===== config.mk =====
export PLATFORM = sky130hd
export DESIGN_NAME = uart_tx_param
export DESIGN_NICKNAME = d
export VERILOG_FILES = /design/src/rtl/uart_tx_param.sv
export SDC_FILE = /design/constraint.sdc
export NUM_CORES = 1
export LEC_CHECK = 0
export ABC_AREA = 1
export ABC_CLOCK_PERIOD_IN_PS = 5450
export CELL_PAD_IN_SITES_DETAIL_PLACEMENT = 1
export CELL_PAD_IN_SITES_GLOBAL_PLACEMENT = 2
export CORE_ASPECT_RATIO = 0.7
export CORE_MARGIN = 10
export CORE_UTILIZATION = 40
export DETAILED_ROUTE_END_ITERATION = 7
export PLACE_DENSITY_LB_ADDON = 0.05
export RECOVER_POWER = 25
export SYNTH_ARGS = -nofsm -noshare
export SYNTH_HDL_FRONTEND = slang
export SYNTH_SLANG_ARGS = --single-unit
export TNS_END_PERCENT = 100

===== constraint.sdc =====
create_clock -name clk -period 5.45 [get_ports clk]
set_input_delay 1.635 -clock clk [delete_from_list [all_inputs] [get_ports clk]]
set_output_delay 1.635 -clock clk [all_outputs]
set_load 0.005 [all_outputs]

===== src/rtl/uart_tx_param.sv =====
// uart_tx_param
//   Parametrised UART transmitter fed by a small valid/ready FIFO. Frames are
//   start(0), DATA_BITS payload LSB first, optional parity, STOP_BITS stop(1).
//   Each serial bit lasts DIV = CLK_HZ/BAUD clocks; frames run back to back
//   while the FIFO holds data.
// Ports
//   clk         system clock, rising edge
//   reset_n     synchronous active-low reset
//   in_valid    producer has a word on in_data
//   in_data     word to send (DATA_BITS wide)
//   in_ready    combinational !full; accept on in_valid && in_ready
//   tx          registered serial line, idle high
//   busy        frame in progress or words queued
//   fifo_count  queued words, excluding the one on the line
module uart_tx_param #(
  parameter int CLK_HZ     = 12000000,
  parameter int BAUD       = 115200,
  parameter int DATA_BITS  = 8,
  parameter int PARITY     = 0,
  parameter int STOP_BITS  = 1,
  parameter int FIFO_DEPTH = 4,
  localparam int CW        = $clog2(FIFO_DEPTH) + 1
) (
  input  logic                 clk,
  input  logic                 reset_n,
  input  logic                 in_valid,
  input  logic [DATA_BITS-1:0] in_data,
  output logic                 in_ready,
  output logic                 tx,
  output logic                 busy,
  output logic [CW-1:0]        fifo_count
);

  localparam int DIV = CLK_HZ / BAUD;
  localparam int AW  = CW - 1;
  localparam int BW  = (DIV < 2) ? 1 : $clog2(DIV);
  localparam int NW  = $clog2(DATA_BITS);

  localparam logic [BW-1:0] DIV_M1 = BW'(DIV - 1);
  localparam logic [NW-1:0] DB_M1  = NW'(DATA_BITS - 1);
  localparam logic [NW-1:0] SB_M1  = NW'(STOP_BITS - 1);

  localparam logic [2:0] S_IDLE   = 3'd0;
  localparam logic [2:0] S_START  = 3'd1;
  localparam logic [2:0] S_DATA   = 3'd2;
  localparam logic [2:0] S_PARITY = 3'd3;
  localparam logic [2:0] S_STOP   = 3'd4;

  generate
    if (DATA_BITS < 5 || DATA_BITS > 9) begin : g_bad_data_bits
      $error("uart_tx_param: DATA_BITS must be 5..9");
    end
    if (PARITY < 0 || PARITY > 2) begin : g_bad_parity
      $error("uart_tx_param: PARITY must be 0, 1 or 2");
    end
    if (STOP_BITS < 1 || STOP_BITS > 2) begin : g_bad_stop_bits
      $error("uart_tx_param: STOP_BITS must be 1 or 2");
    end
    if (DIV < 2) begin : g_bad_div
      $error("uart_tx_param: CLK_HZ/BAUD must be at least 2");
    end
    if (FIFO_DEPTH < 2 || (FIFO_DEPTH & (FIFO_DEPTH - 1)) != 0) begin : g_bad_depth
      $error("uart_tx_param: FIFO_DEPTH must be a power of two >= 2");
    end
  endgenerate

  // ---------------- input FIFO ----------------
  // Pointers carry one extra wrap bit so full and empty are distinguishable.
  logic [DATA_BITS-1:0] mem [FIFO_DEPTH];
  logic [CW-1:0]        wr_ptr, rd_ptr;
  logic                 empty, full, push, pop;
  logic [DATA_BITS-1:0] head;

  assign empty      = (wr_ptr == rd_ptr);
  assign full       = (wr_ptr[AW-1:0] == rd_ptr[AW-1:0]) && (wr_ptr[AW] != rd_ptr[AW]);
  assign in_ready   = !full;
  assign push       = in_valid && !full;
  assign fifo_count = wr_ptr - rd_ptr;
  assign head       = mem[rd_ptr[AW-1:0]];

  always_ff @(posedge clk) begin
    if (push) mem[wr_ptr[AW-1:0]] <= in_data;
  end

  always_ff @(posedge clk) begin
    if (!reset_n) begin
      wr_ptr <= '0;
      rd_ptr <= '0;
    end else begin
      if (push) wr_ptr <= wr_ptr + 1'b1;
      if (pop)  rd_ptr <= rd_ptr + 1'b1;
    end
  end

  // ---------------- serialiser ----------------
  logic [2:0]           state;
  logic [BW-1:0]        baud_cnt;
  logic [NW-1:0]        bit_cnt;
  logic [DATA_BITS-1:0] shreg;
  logic                 par_bit;
  logic                 baud_zero;

  assign baud_zero = (baud_cnt == '0);
  // A word leaves the FIFO from IDLE, or on the edge that ends the last stop
  // bit so the next start bit follows with no idle gap.
  assign pop  = !empty && ((state == S_IDLE) ||
                (state == S_STOP && baud_zero && bit_cnt == SB_M1));
  assign busy = (state != S_IDLE) || !empty;

  always_ff @(posedge clk) begin
    if (!reset_n) begin
      state    <= S_IDLE;
      tx       <= 1'b1;
      baud_cnt <= '0;
      bit_cnt  <= '0;
      shreg    <= '0;
      par_bit  <= 1'b0;
    end else if (pop) begin
      // Parity is taken from the word as popped, before any shifting.
      state    <= S_START;
      tx       <= 1'b0;
      baud_cnt <= DIV_M1;
      bit_cnt  <= '0;
      shreg    <= head;
      par_bit  <= (PARITY == 1) ? ~^head : ^head;
    end else if (state != S_IDLE && !baud_zero) begin
      baud_cnt <= baud_cnt - 1'b1;
    end else begin
      case (state)
        S_IDLE: ;
        S_START: begin
          state    <= S_DATA;
          tx       <= shreg[0];
          baud_cnt <= DIV_M1;
          bit_cnt  <= '0;
        end
        S_DATA: begin
          baud_cnt <= DIV_M1;
          if (bit_cnt == DB_M1) begin
            bit_cnt <= '0;
            if (PARITY != 0) begin
              state <= S_PARITY;
              tx    <= par_bit;
            end else begin
              state <= S_STOP;
              tx    <= 1'b1;
            end
          end else begin
            bit_cnt <= bit_cnt + 1'b1;
            shreg   <= shreg >> 1;
            tx      <= shreg[1];
          end
        end
        S_PARITY: begin
          state    <= S_STOP;
          tx       <= 1'b1;
          baud_cnt <= DIV_M1;
          bit_cnt  <= '0;
        end
        S_STOP: begin
          // Expiry with an empty FIFO; the non-empty case is the pop branch.
          if (bit_cnt == SB_M1) begin
            state <= S_IDLE;
          end else begin
            bit_cnt  <= bit_cnt + 1'b1;
            baud_cnt <= DIV_M1;
          end
        end
        default: begin
          state <= S_IDLE;
          tx    <= 1'b1;
        end
      endcase
    end
  end

endmodule


# Yosys cells after proc, flatten, opt, wreduce, memory -nomap -nowiden
# Memories as Yosys holds them, arrays and structs flattened. A register that Yosys moved wholly into a read port is not among the register bits.
# Index checks and enable logic that the tools add are counted.
dict set report classes {
  add_sub_neg 5
  n_eq_ne 19
  n_mux 24
  bitwise_logic 3
  n_reduce_logical 30
}
# op n
set ops {}
lappend ops {{two-way mux 8 bit} 4}
lappend ops {{two-way mux 7 bit} 3}
lappend ops {{one-hot mux 3 bit (5 select lines)} 1}
lappend ops {{one-hot mux 7 bit (2 select lines)} 1}
lappend ops {{two-way mux 3 bit} 4}
lappend ops {{!= test 2 bit (second input constant)} 5}
lappend ops {{adder 3 x 1 -> 3 bit (second input constant)} 3}
lappend ops {{one-hot mux 3 bit (3 select lines)} 1}
lappend ops {{nonzero test 3 bit} 3}
lappend ops {{AND reduction 4 bit} 2}
lappend ops {{logical NOT 7 bit} 1}
lappend ops {{two-way mux 1 bit} 7}
lappend ops {{subtractor 7 x 1 -> 7 bit (second input constant)} 1}
lappend ops {{== test 3 x 2 -> 1 bit (second input constant)} 2}
lappend ops {{== test 3 bit (second input constant)} 2}
lappend ops {{logical AND 1 bit} 6}
lappend ops {{logical NOT 3 bit} 2}
lappend ops {{!= test 3 x 2 -> 1 bit (second input constant)} 2}
lappend ops {{AND reduction 2 bit} 3}
lappend ops {{AND reduction 3 bit} 2}
lappend ops {{OR reduction 2 bit} 3}
lappend ops {{two-way mux 2 bit} 2}
lappend ops {{!= test 2 x 1 -> 1 bit (second input constant)} 2}
lappend ops {{!= test 4 x 3 -> 1 bit (second input constant)} 1}
lappend ops {{other kinds (13)} 18}
dict set report word_totals {
  register_bits 28
  ram_bits 32
  input_bits 11
  memories 1
}
# memory words word_bits rd rd_clocked_by_memory_dff wr line
set mem_list {}
lappend mem_list {mem 4 8 1 1 1 69} ;# logic [DATA_BITS-1:0] mem [FIFO_DEPTH];

# Longest topological paths before layout
dict set report logic_depth {
  word_depth 7
  depth_mapped 12
}

# Least setup slack after synthesis
# Ideal clock, no wire load.
dict set report synth_timing {
  kind {register to output}
  startpoint {reg wr_ptr[0]}
  endpoint {out fifo_count[2]}
  t_arrival_ns 1.178
  t_required_ns 3.815
  path_slack_ns 2.637
  path_stages_with_launch 5
  cell_sequence {dfxtp_1 -> inv_1 -> ha_1 -> fa_1 -> xnor2_1}
}
dict set report synth_between {
  elab_chain_len 1
}
# item line
set synth_lines {}
lappend synth_lines {{from (decl)} 70} ;# logic [CW-1:0] wr_ptr, rd_ptr;
lappend synth_lines {{from (signal assigned)} 90} ;# if (push) wr_ptr <= wr_ptr + 1'b1;
lappend synth_lines {{subtractor 3 bit} 78} ;# assign fifo_count = wr_ptr - rd_ptr;
lappend synth_lines {{to (decl)} 31} ;# output logic [CW-1:0] fifo_count
# Every way passes these cells.

# Final worst setup path
# Same ends and word-level chain as after synthesis.

==> qor.txt <==
Residual DRC = 0
Hold Vio Cnt, Final = 0
Initial antenna violation count = 0
CTS tree = yes
# port buffers = 16
Initial Util = 41.0%
Tightest Pin Transition = 0.867 ns
Slew Limit Fails = 0
Synth Area per Inst = 8.84 um^2
R2R depth = 7
Mapped Nets = 361
Vias in the first global route = 2383
Top_reg_cell synth = edfxtp_1
Final weighted congestion in routability-driven placement = 0.788
Grt total ovfl = 0
Resized cells post-CTS = 0
Crit share post-route = 68.9%
Post-synthesis async set-or-reset flop share = 0%
Diodes inserted = 0
Yosys warns = 0
Register Area = 0.00156 mm^2
Worst Setup Start Kind = register
Post-DR vias/cell = 5.02
Layout net count = 380
Setup crit end kind = output port
F_max = 266 MHz
Most common cell in the netlist = nand2_1
Crit path DAT = 2.12 ns
Ports = 17
Crit-path slowest cell = clkdlybuf4s50_1
HP Class = register to register
Top cells by area, synth = edfxtp_1 32%, dfxtp_1 20%, nand2_1 7.7%
Worst hold stages = 2
Layout Cells excl Fill = 460
Share of layout cells above drive strength 1 = 9.12%
Worst-Skew Late Latency = 0.35 ns
Dpl hpwl = 5440 um
Critical path, cell by cell = inv_1 > ha_1 > fa_1 > xnor2_1 > clkdlybuf4s50_1
Max-slew headroom = 42.0%
Seq/Total Area, Yosys = 52.2%
CTS Hold Bufs = 0
Initial DRC Count = 98
DR vias = 2310
Layout area overhead = 12.9%
Sink Count = 62
# Post-CTS Setup Buffers = 0
Max incr delay on CP = 0.52 ns
Worst vdd ir = 0.229 mV
Cell family with most CP delay = buffers and inverters
Worst path bufs/invs = 2
Max cap viols = 0
Levels on crit path = 5
P_leak = 1.43 nW
Post-DRT Antenna Nets = 0
Row Count = 26
FF+latch count, synth = 62
Outcome = complete, no violations
Post-placement cell count = 444
Max FO, Critical Path = 5
Die height = 92.3 um
Die area = 0.0114 mm^2
Fillers = 880
Drt total wl = 7240 um
RSZ-0062 raised after global routing = false
Num CTS Buffers = 9
Clk slew on worst S/H paths = 0.07 ns
Total track usage = 13.7%
Post-synthesis cell area = 0.00299 mm^2
P per Cell Area = 524 mW/mm^2
Critical path class = register to output port
Final setup viols = 0
Die Wd = 123 um
Worst Skew = 0.0148 ns
Drt wl/cell = 15.7 um
Clock buffer depth = 2
Cells after Synth = 338
Number of synthesized flops with an enable pin = 32
Final Power = 1.77 mW
Core area = 0.00729 mm^2
Multi-input logic area = 0.00116 mm^2
DRT Pass-1 Iters = 4
Commonest cells in the netlist = 61 x nand2_1, 51 x inv_1, 34 x nand3_1, 32 x edfxtp_1, 30 x dfxtp_1
Largest net degree at the start of global routing = 29
Synth cell types = 30
CP required = 3.82 ns
Yosys top cell area share = 32.1%
Clock root buffer = clkbuf_8
Synth area leader = edfxtp_1
Min Tclk post-route = 3.75 ns
First-pass GRT wire length = 12100 um
Setup TNS = 0 ns
H-tree depth = 3
-- layout make-up --
cell class	instances	share of cell area [%]
Sequential cell	62	46.3
Inverter	55	6.12
Clock buffer	11	3.89
Multi-Input combinational cell	213	34.5
Clock inverter	5	0.816
Tap cell	98	3.63
Timing Repair Buffer	16	4.75
-- cells in the final DEF, fill, tap and decap left out, drive strengths merged --
| cell type | count |
|---|---|
| fa | 1 |
| or2 | 2 |
| o211ai | 12 |
| clkbuf | 11 |
| and3 | 1 |
| o21bai | 1 |
| a21oi | 21 |
| ha | 11 |
| dlygate4sd3 | 7 |
| nor3 | 1 |
| a21boi | 1 |
| nand2 | 71 |
| nor2 | 24 |
| xor2 | 2 |
| xnor2 | 1 |
| edfxtp | 32 |
| nand3 | 35 |
| o22ai | 3 |
| dfxtp | 30 |
| clkdlybuf4s50 | 9 |
| o21ai | 19 |
| nand4 | 7 |
| inv | 55 |
| clkinv | 5 |
-- where the power goes --
group	internal [mW]	total (mW)	switching [mW]
Clock	0.162	0.341	0.179
Combinational	0.267	0.765	0.498
Sequential	0.587	0.662	0.0755
-- kinds of logic (layout without fill, tap and decap cells) --
family / Yosys count / in the layout / share of synthesized area (%)
xor gates and xnor gates: 3 / 3 / 0.879
DFF: 62 / 62 / 52.2
and+or+nand+nor: 141 / 141 / 22.0
AOI/OAI and AO/OA: 57 / 57 / 10.8
buffers and inverters: 63 / 87 / 8.79
adders and majority gates: 12 / 12 / 5.27
-- sequential cells by signal (all words and copies together) (netlist names), named ones only --
signal,count
rd_ptr,3
wr_ptr,3
bit_cnt,3
state,3
shreg,8
tx,1
baud_cnt,7
mem,32
-- worst min-delay path, stage by stage, from the launching register on --
cell     delay (ns)
dfxtp_1        0.32
nand2_1        0.06
a21oi_1        0.05
-- per-stage QoR --
step	utilization [%]	setup WS, ns	area (um^2)	hold WS (ns)
global placement	44.1	2.10	3220	0.475
finish	46.3	1.70	3370	0.488
detailed placement	44.1	2.03	3220	0.483
CTS	46.3	1.65	3370	0.494
global route	46.3	1.58	3370	0.508
floorplan	-	2.64	2990	0.457
-- per-layer routing --
| metal | wire length, um | part of all wire (%) | vias up | GRT usage [%] |
|---|---|---|---|---|
| met3 | 338 | 4.7 | 10 | 4.00 |
| met1 | 3840 | 53 | 1103 | 19.3 |
| met2 | 2960 | 41 | 27 | 19.3 |
| met5 | 0 | 0 | - | 0 |
| met4 | 102 | 1.4 | 0 | 4.64 |
| li1 | - | - | 1170 | - |
-- worst paths after layout --
check                                 from             to  slack, ns
worst min-delay path            bit_cnt[2]     bit_cnt[2]       0.49
worst max register to register   wr_ptr[0]      wr_ptr[2]       3.14
worst min register to register  bit_cnt[2]     bit_cnt[2]       0.49
worst max-delay path             wr_ptr[0]  fifo_count[2]       1.70
(Power assumes the default switching activity.)
